--- src/rtl/tone_mixer_pkg.sv ---
// rtl/tone_mixer_pkg.sv - shared constants and helpers for the tone voice mixer
// Contents: mix-mode encodings, reset half-period, effective half-period function.
package tone_mixer_pkg;

  localparam logic MIX_OR = 1'b0;
  localparam logic MIX_SD = 1'b1;

  localparam int DEFAULT_HP = 10;

  // A half-period of zero would never wrap; treat it as one so the voice
  // toggles every cycle instead.
  function automatic logic [31:0] eff_hp(input logic [31:0] hp);
    return (hp == 32'd0) ? 32'd1 : hp;
  endfunction

endpackage

--- src/rtl/tone_voice.sv ---
// rtl/tone_voice.sv - one square-wave voice with programmable half-period
// Ports:
//   CLK, RST_N  clock, asynchronous active-low reset
//   KEY         gate; 0 silences and phase-resets the voice
//   WE, DATA    half-period load strobe and value
//   OUT         registered square wave
module tone_voice
  import tone_mixer_pkg::*;
#(
  parameter int DIV_W    = 24,
  parameter int RESET_HP = DEFAULT_HP
) (
  input  logic             CLK,
  input  logic             RST_N,
  input  logic             KEY,
  input  logic             WE,
  input  logic [DIV_W-1:0] DATA,
  output logic             OUT
);

  logic [DIV_W-1:0] hp;
  logic [DIV_W-1:0] cnt;
  logic [31:0]      heff;
  logic             wrap;

  // ">=" rather than "==" so a half-period shrunk below the running count
  // still wraps on the next edge instead of running to the counter limit.
  always_comb begin
    heff = eff_hp(32'(hp));
    wrap = (32'(cnt) >= (heff - 32'd1));
  end

  always_ff @(posedge CLK or negedge RST_N) begin
    if (!RST_N) begin
      hp  <= DIV_W'(RESET_HP);
      cnt <= '0;
      OUT <= 1'b0;
    end else begin
      if (WE) begin
        hp <= DATA;
      end
      if (KEY) begin
        if (wrap) begin
          cnt <= '0;
          OUT <= ~OUT;
        end else begin
          cnt <= cnt + DIV_W'(1);
        end
      end else begin
        cnt <= '0;
        OUT <= 1'b0;
      end
    end
  end

endmodule

--- src/rtl/tone_voice_mixer.sv ---
// rtl/tone_voice_mixer.sv - polyphonic square-wave generator with OR / sigma-delta mix
// Ports:
//   CLK, RST_N           clock, asynchronous active-low reset
//   KEY                  per-voice gates
//   CFG_WE/ADDR/DATA     half-period write port (out-of-range ADDR ignored)
//   MIX_MODE             0 = OR mix, 1 = first-order sigma-delta mix
//   AUDIO                registered mixed audio bit
//   VOICE_OUT            registered per-voice square waves
//   ACTIVE_CNT           registered number of KEY bits set
module tone_voice_mixer #(
  parameter int  NUM_VOICES = 4,
  parameter int  DIV_W      = 24,
  parameter int  DEFAULT_HP = tone_mixer_pkg::DEFAULT_HP,
  localparam int VA_W       = $clog2(NUM_VOICES),
  localparam int SUM_W      = $clog2(NUM_VOICES + 1)
) (
  input  logic                  CLK,
  input  logic                  RST_N,
  input  logic [NUM_VOICES-1:0] KEY,
  input  logic                  CFG_WE,
  input  logic [VA_W-1:0]       CFG_ADDR,
  input  logic [DIV_W-1:0]      CFG_DATA,
  input  logic                  MIX_MODE,
  output logic                  AUDIO,
  output logic [NUM_VOICES-1:0] VOICE_OUT,
  output logic [SUM_W-1:0]      ACTIVE_CNT
);

  import tone_mixer_pkg::*;

  logic [NUM_VOICES-1:0] voice_we;
  logic [NUM_VOICES-1:0] voice_sq;
  logic [SUM_W-1:0]      sum;
  logic [SUM_W-1:0]      key_cnt;
  logic [SUM_W-1:0]      acc;
  logic [SUM_W-1:0]      acc_next;
  logic [SUM_W:0]        tmp;
  logic                  sd_bit;

  always_comb begin
    voice_we = '0;
    for (int v = 0; v < NUM_VOICES; v++) begin
      if (CFG_WE && (int'(CFG_ADDR) == v)) begin
        voice_we[v] = 1'b1;
      end
    end
  end

  for (genvar v = 0; v < NUM_VOICES; v++) begin : g_voice
    tone_voice #(
      .DIV_W    (DIV_W),
      .RESET_HP (DEFAULT_HP)
    ) u_voice (
      .CLK   (CLK),
      .RST_N (RST_N),
      .KEY   (KEY[v]),
      .WE    (voice_we[v]),
      .DATA  (CFG_DATA),
      .OUT   (voice_sq[v])
    );
  end

  always_comb begin
    sum     = '0;
    key_cnt = '0;
    for (int v = 0; v < NUM_VOICES; v++) begin
      sum     = sum + SUM_W'(voice_sq[v]);
      key_cnt = key_cnt + SUM_W'(KEY[v]);
    end
  end

  // acc stays in [0, NUM_VOICES-1] and sum <= NUM_VOICES, so one extra bit
  // holds tmp and a single subtraction brings it back into range.
  always_comb begin
    tmp = {1'b0, acc} + (SUM_W + 1)'(sum);
    if (tmp >= (SUM_W + 1)'(NUM_VOICES)) begin
      sd_bit   = 1'b1;
      acc_next = SUM_W'(tmp - (SUM_W + 1)'(NUM_VOICES));
    end else begin
      sd_bit   = 1'b0;
      acc_next = SUM_W'(tmp);
    end
  end

  always_ff @(posedge CLK or negedge RST_N) begin
    if (!RST_N) begin
      AUDIO      <= 1'b0;
      ACTIVE_CNT <= '0;
      acc        <= '0;
    end else begin
      ACTIVE_CNT <= key_cnt;
      if (MIX_MODE == MIX_SD) begin
        AUDIO <= sd_bit;
        acc   <= acc_next;
      end else begin
        // Holding acc at 0 makes every entry into sigma-delta mode start clean.
        AUDIO <= |voice_sq;
        acc   <= '0;
      end
    end
  end

  assign VOICE_OUT = voice_sq;

endmodule

--- config.mk ---
export PLATFORM = sky130hd
export DESIGN_NAME = tone_voice_mixer
export DESIGN_NICKNAME = d
export VERILOG_FILES = /design/src/rtl/tone_mixer_pkg.sv /design/src/rtl/tone_voice.sv /design/src/rtl/tone_voice_mixer.sv
export SDC_FILE = /design/constraint.sdc
export NUM_CORES = 1
export LEC_CHECK = 0
export BUFFER_PORTS_ARGS = -buffer_cell sky130_fd_sc_hd__buf_2
export CORE_UTILIZATION = 60
export DETAILED_ROUTE_END_ITERATION = 16
export PLACE_DENSITY = 0.77
export SYNTH_ARGS = -nofsm -noshare
export SYNTH_HDL_FRONTEND = slang
export SYNTH_SLANG_ARGS = --single-unit
--- constraint.sdc ---
create_clock -name CLK -period 5.4 [get_ports CLK]
set_input_delay 0.27 -clock CLK [delete_from_list [all_inputs] [get_ports CLK]]
set_output_delay 0.27 -clock CLK [all_outputs]
set_load 0.02 [all_outputs]
# Yosys cells after proc, flatten, opt, wreduce, memory -nomap -nowiden
# Index checks and enable logic that the tools add are counted.
# classes
magnitude_cmp,5
n_addsub,16
n_reduce_logical,10
n_mux,28
n_eq_ne,7
bitwise_logic,4
# op_table
op,n
24-bit two-way mux,12
24-bit by 32-bit greater-or-equal comparator with 1-bit output,4
32-bit by 1-bit subtractor with 32-bit output (second input constant),4
24-bit by 1-bit adder with 24-bit output (second input constant),4
24-bit logical NOT,4
1-bit two-way mux,14
2-bit by 1-bit != test with 1-bit output (second input constant),4
2-bit by 1-bit adder with 3-bit output,2
3-bit by 1-bit adder with 3-bit output,2
3-bit two-way mux,2
1-bit by 1-bit adder with 2-bit output,2
3-bit by 3-bit adder with 4-bit output,1
2-bit == test (second input constant),2
4-bit by 3-bit greater-or-equal comparator with 1-bit output (second input constant),1
1-bit logical AND,4
1-bit inverter,4
4-bit OR reduction,1
3-bit subtractor (second input constant),1
2-bit by 1-bit == test with 1-bit output (second input constant),1
2-bit logical NOT,1
# word_totals
register_bits,203
inputBits,34
out_inout_bits,8
word_cells,85

# Logic depth before layout (Yosys ltp)
# logic_depth
depth_word,7
mapped_depth,20
mapped_depth_nobuf,18

# Modules after synthesis
# Synthesis repeated with hierarchy kept, for this count alone.
# hier_totals
hier_cells,1254
area_unflattened_um2,12990.0
# modules_own_cells
mod,seq_area_each_um2,cells_per_inst,area_each_um2,instances
tone_voice at g_voice[0].u_voice ...,1228.7,306,3179.3,3
tone_voice at g_voice[1].u_voice,1228.7,297,3015.4,1
tone_voice_mixer,175.2,39,436.7,1

# Worst setup path before layout
# OpenSTA, ideal clock, no wires.
# synth_timing
kind,reg2reg
from,reg g_voice[0].u_voice.hp[11]
to,reg g_voice[0].u_voice.cnt[10]
stages_incl_launch_ff,19
arrival_ps,4447
setup_ps,123
slack_ps,830
path_cell_list,dfrtp_1 or4_4 or3_1 buf_2 or4_2 inv_1 a21oi_1 ha_1 or4b_1 or3_1 buf_2 nor2_1 xnor2_1 ha_1 nand4_1 o41ai_1 a31o_4 buf_12 nor2_4
# synth_between
elab_chain_len,6
# synth_rtl
element,line_no,text
from (decl),tone_voice.sv:21,logic [DIV_W-1:0] hp;
from (signal assigned),tone_voice.sv:35,hp <= DIV_W'(RESET_HP);
24-bit logical NOT,tone_mixer_pkg.sv:13,return (hp == 32'd0) ? 32'd1 : hp;
24-bit two-way mux *,tone_mixer_pkg.sv:13,
32-bit by 1-bit subtractor with 32-bit output *,tone_voice.sv:30,wrap = (32'(cnt) >= (heff - 32'd1));
24-bit by 32-bit greater-or-equal comparator with 1-bit output *,tone_voice.sv:30,
24-bit two-way mux *,tone_voice.sv:43,if (wrap) begin
24-bit two-way mux *,tone_voice.sv:42,if (KEY) begin
to (signal assigned),tone_voice.sv:47,cnt <= cnt + DIV_W'(1);
to (decl),tone_voice.sv:22,logic [DIV_W-1:0] cnt;
# Mark *: on every way between the ends. The rest lies on a longest branch, timed or not.
# A chain may end at the register's enable or synchronous reset.

# Final worst setup path
# layout_timing
from,reg g_voice[0].u_voice.hp[11]
to,reg g_voice[0].u_voice.cnt[3]
# The elaborated chain is that of the path after synthesis.

==> metrics.md <==
| Metric | Value |
|---|---|
| Run status | finished clean |
| Cell types occupying the most area after synthesis | sky130_fd_sc_hd__dfrtp_1 (39%), sky130_fd_sc_hd__ha_1 (11%), sky130_fd_sc_hd__mux2_2 (8.5%), sky130_fd_sc_hd__xnor2_1 (6.0%), sky130_fd_sc_hd__xor2_1 (5.6%) |
| Remaining routing DRC violations | 0 |
| Number of synthesized flops with an enable pin | 0 |
| Number of warnings printed during yosys synthesis | 0 |
| Number of DRC markers after the initial detailed-route iteration | 530 |
| Worst clock skew | 0.01010 ns |
| Critical Path Start Type | register |
| Detailed-placement wirelength estimate | 19370 um |
| Number of clock sinks | 203 |
| Number of standard-cell rows in the floorplan | 52 |
| Final hold violations | 0 |
| Sequential fraction of the synthesis area | 40.27% |
| Area growth, synth to finish | 10.86% |
| Worst skew pair latency | 0.51 ns |
| Setup repair after global routing missed its margin | no |
| Floorplan die area | 21650 sq um |
| Max_slew headroom | 17.90% |
| Global placer's final weighted congestion | 0.8312 |
| Via total after detailed routing | 9062 |
| Maximum vdd drop | 0.0002961 V |
| Largest stage delay, worst path | 0.69 ns |
| TNS Setup | 0 ns |
| Number of max-slew violations in the final report | 0 |
| Synth async-reset ratio | 100.0% |
| Mean post-synth cell area | 10.32 sq um |
| Power per standard cell area | 312.2 nW/um^2 |
| Util after Layout | 68.59% |
| Post-layout net count | 1424 |
| Type of the worst setup path | register to register |
| Slowest stage cell on the critical path | sky130_fd_sc_hd__or4_2 |
| Final setup violation count | 0 |
| Maximum number of pins on one net before global-route repair | 114 |
| Path class of the lowest-slack min-delay path | input port to register |
| Element type at the critical path end | register |
| Most used flip-flop cell after synthesis | sky130_fd_sc_hd__dfrtp_1 |
| Data required time at the worst endpoint | 5.78 ns |
| Core area | 20430 sq um |
| Cell area after synthesis | 12640 sq um |
| Top-area cell type share of the netlist area | 38.61% |
| Leakage power figure | 6.020 nW |
| Average via count per standard cell | 5.790 |
| Die span in x | 147.1 um |
| Routed Antenna Nets | 0 |
| Final cycle utilization of the critical path | 94.67% |
| Critical path peak fanout | 12 |
| Port Buf Inserts | 41 |
| Initial Utilization | 61.87% |
| Post-CTS setup buffer count | 0 |
| Master cell of the clock root buffer | sky130_fd_sc_hd__clkbuf_16 |
| Count of unique library cells instantiated by Yosys | 67 |
| Number of flip-flops and latches in the synthesized netlist | 203 |
| Die boundary height | 147.1 um |
| Total number of H-tree levels | 1 |
| Clk buf depth | 3 |
| Synthesized netlist net count | 1370 |
| Arrival time at the worst endpoint | 5.49 ns |
| DRT Wirelength | 27270 um |
| Initial antenna violation count | 0 |
| Global routing usage summed across all routing layers | 25.89% |
| Worst-Margin Slew | 1.228 ns |
| Remaining global-route overflow | 0 |
| Vias in the first global route | 8860 |
| Top-level port count | 42 |
| Count of inserted antenna diode cells | 0 |
| Wire length of the first global-routing pass | 44710 um |
| Post-Synthesis Cells | 1225 |
| Number of fill cells in the layout | 1605 |
| Top cell type by total area after synthesis | sky130_fd_sc_hd__dfrtp_1 |
| Tmin final | 5.112 ns |
| Clock-pin slew reported for the worst setup and hold paths after clock tree synthesis | 0.06 ns |
| First-pass iteration count of the detailed router | 5 |
| Max frequency | 195.6 MHz |
| Number of max-cap violations | 0 |
| CTS buffer count | 23 |
| Clock tree from TritonCTS | yes |
| Ordered cell list for the critical path | or4_4 -> or3_1 -> or4_2 -> inv_1 -> a21oi_1 -> ha_1 -> or4b_1 -> or3_1 -> nor2_1 -> xnor2_1 -> ha_1 -> nand4_1 -> o41ai_2 -> a31o_4 -> nor2_1 |
| Fraction of layout instances using a drive strength above 1 | 17.76% |
| Final routed wire length divided by cell count | 17.43 um |
-- synthesized netlist by cell type, types with 3 or more instances --
cell type                  number
sky130_fd_sc_hd__buf_4          4
sky130_fd_sc_hd__a221oi_1       5
sky130_fd_sc_hd__or2_2          7
sky130_fd_sc_hd__o21ai_0       10
sky130_fd_sc_hd__a211oi_1       6
sky130_fd_sc_hd__nor3_1        34
sky130_fd_sc_hd__nand3_1       51
sky130_fd_sc_hd__and2_1         8
sky130_fd_sc_hd__mux2_2        95
sky130_fd_sc_hd__dfrtp_1      195
sky130_fd_sc_hd__nor2b_1        9
sky130_fd_sc_hd__a21oi_1       33
sky130_fd_sc_hd__nor3b_1        4
sky130_fd_sc_hd__dfstp_2        8
sky130_fd_sc_hd__clkbuf_1      15
sky130_fd_sc_hd__nand2_1       73
sky130_fd_sc_hd__nand4_1       32
sky130_fd_sc_hd__nor4_1        26
sky130_fd_sc_hd__o221ai_1       5
sky130_fd_sc_hd__a21o_1         7
sky130_fd_sc_hd__nand3b_1       5
sky130_fd_sc_hd__or4_4          3
sky130_fd_sc_hd__fa_1           4
sky130_fd_sc_hd__nor2_1       140
sky130_fd_sc_hd__a31oi_1        5
sky130_fd_sc_hd__ha_1         107
sky130_fd_sc_hd__o41ai_1        3
sky130_fd_sc_hd__o21a_1         4
sky130_fd_sc_hd__xnor2_1       87
sky130_fd_sc_hd__nand2b_1      13
sky130_fd_sc_hd__inv_1         35
sky130_fd_sc_hd__nor2_4        18
sky130_fd_sc_hd__or4_1         11
sky130_fd_sc_hd__and4_1        16
sky130_fd_sc_hd__o31ai_1        5
sky130_fd_sc_hd__xor2_1        81
sky130_fd_sc_hd__or3_1         13
sky130_fd_sc_hd__and3_1        12
-- power by group --
part | internal, mW | total, mW | switching [mW]
registers | 1.69 | 1.89 | 0.203
logic | 0.368 | 0.753 | 0.385
clock network | 1.08 | 1.73 | 0.654
-- cell families after synthesis --
logic type	count (synthesis)	share of synthesized area, %
AOI/OAI and AO/OA	102	5.554
xor gates and xnor gates	168	11.64
adders and majority gates	111	11.23
buffers and inverters	58	2.118
DFF	203	40.27
muxes	96	8.543
and+or+nand+nor	487	20.65
-- per-layer routing --
layer / track usage, % / vias up / share of wire (%)
met5: 0 / - / 0
met4: 8.969 / 0 / 3.4
met3: 3.447 / 55 / 3.6
met2: 43.51 / 126 / 48
met1: 34.45 / 4387 / 45
li1: - / 4494 / -
-- worst max-delay path: cells and delay by family, from the launching register on --
family | cells | cell delay [ns]
xor+xnor | 1 | 0.14
simple gates | 8 | 2.57
compound gates | 3 | 1.23
flops | 1 | 0.43
fa+ha+maj | 2 | 0.55
buf+inv | 1 | 0.08
-- repair_timing --
| item | CTS | global route |
|---|---|---|
| gates resized for setup | 0 | 2 |
| hold endpoints to repair | 107 | 0 |
| hold buffers | 2 | 0 |
| endpoints found under the setup margin | 0 | 24 |
-- cell usage in the layout (no fill, tap or decap), types with 5 or more instances in the layout --
cell                        Yosys  layout
sky130_fd_sc_hd__a211oi_1       6       6
sky130_fd_sc_hd__a21o_1         7       7
sky130_fd_sc_hd__a21oi_1       33      33
sky130_fd_sc_hd__a221oi_1       5       5
sky130_fd_sc_hd__a31oi_1        5       5
sky130_fd_sc_hd__and2_1         8       8
sky130_fd_sc_hd__and3_1        12      12
sky130_fd_sc_hd__and4_1        16      16
sky130_fd_sc_hd__buf_2          2      40
sky130_fd_sc_hd__buf_4          4       8
sky130_fd_sc_hd__bufinv_16      0       6
sky130_fd_sc_hd__clkbuf_16      0      23
sky130_fd_sc_hd__dfrtp_1      195     195
sky130_fd_sc_hd__dfstp_2        8       8
sky130_fd_sc_hd__ha_1         107     107
sky130_fd_sc_hd__inv_1         35      35
sky130_fd_sc_hd__mux2_2        95      95
sky130_fd_sc_hd__nand2_1       73      73
sky130_fd_sc_hd__nand2b_1      13      13
sky130_fd_sc_hd__nand3_1       51      51
sky130_fd_sc_hd__nand3b_1       5       5
sky130_fd_sc_hd__nand4_1       32      32
sky130_fd_sc_hd__nor2_1       140     140
sky130_fd_sc_hd__nor2_4        18      18
sky130_fd_sc_hd__nor2b_1        9       9
sky130_fd_sc_hd__nor3_1        34      34
sky130_fd_sc_hd__nor4_1        26      26
sky130_fd_sc_hd__o21ai_0       10      10
sky130_fd_sc_hd__o221ai_1       5       5
sky130_fd_sc_hd__or2_2          7       7
sky130_fd_sc_hd__or3_1         13      13
sky130_fd_sc_hd__or4_1         11      11
sky130_fd_sc_hd__xnor2_1       87      87
sky130_fd_sc_hd__xor2_1        81      81
-- layout make-up --
class / instances / area (sq um) / area share [%]
Timing Repair Buffer: 51 / 294.0 / 2.098
Clock buffer: 25 / 583.1 / 4.161
Clock inverter: 16 / 254.0 / 1.813
Multi-Input combinational cell: 965 / 7322 / 52.25
Tap cell: 270 / 337.8 / 2.411
Inverter: 35 / 131.4 / 0.9376
Sequential cell: 203 / 5090 / 36.32
-- path summary, 6_finish.rpt --
| kind | startpoint | slack, ns | endpoint | depth (start not counted) |
|---|---|---|---|---|
| max | g_voice[0].u_voice.hp[11]$_DFFE_PN0P_ | 0.29 | g_voice[0].u_voice.cnt[3]$_DFF_PN0_ | 15 |
| min | CFG_DATA[20] | 0.08 | g_voice[0].u_voice.hp[20]$_DFFE_PN0P_ | 2 |
| max reg2reg | g_voice[0].u_voice.hp[11]$_DFFE_PN0P_ | 0.29 | g_voice[0].u_voice.cnt[3]$_DFF_PN0_ | 15 |
| min reg2reg | g_voice[3].u_voice.cnt[0]$_DFF_PN0_ | 0.49 | g_voice[3].u_voice.cnt[0]$_DFF_PN0_ | 1 |
| max in group asynchronous | RST_N | 3.56 | g_voice[1].u_voice.hp[14]$_DFFE_PN0P_ | 3 |
| min in group asynchronous | RST_N | 0.45 | g_voice[3].u_voice.cnt[9]$_DFF_PN0_ | 2 |
-- flip-flops by register name, summed over array words and instances (netlist names) --
signal,count
g_voice.u_voice.hp,96
g_voice.u_voice.cnt,96
AUDIO,1
ACTIVE_CNT,3
acc,3
g_voice.u_voice.OUT,4
-- through the flow --
stage	power [mW]	setup WS (ns)	instances	hold WS, ns	cell area (sq um)
3_3_place_gp	2.619	0.2285	1521	0.4600	13130
3_5_place_dp	2.659	0.06495	1521	0.4628	13130
4_1_cts	4.407	0.02258	1564	0.06964	13990
5_1_grt	4.584	0.02042	1565	0.09207	14010
6_report	4.375	0.2881	1565	0.08440	14010
2_1_floorplan	2.422	0.8298	1225	-0.02559	12640
Note: power is estimated with default switching activity, not from simulation.
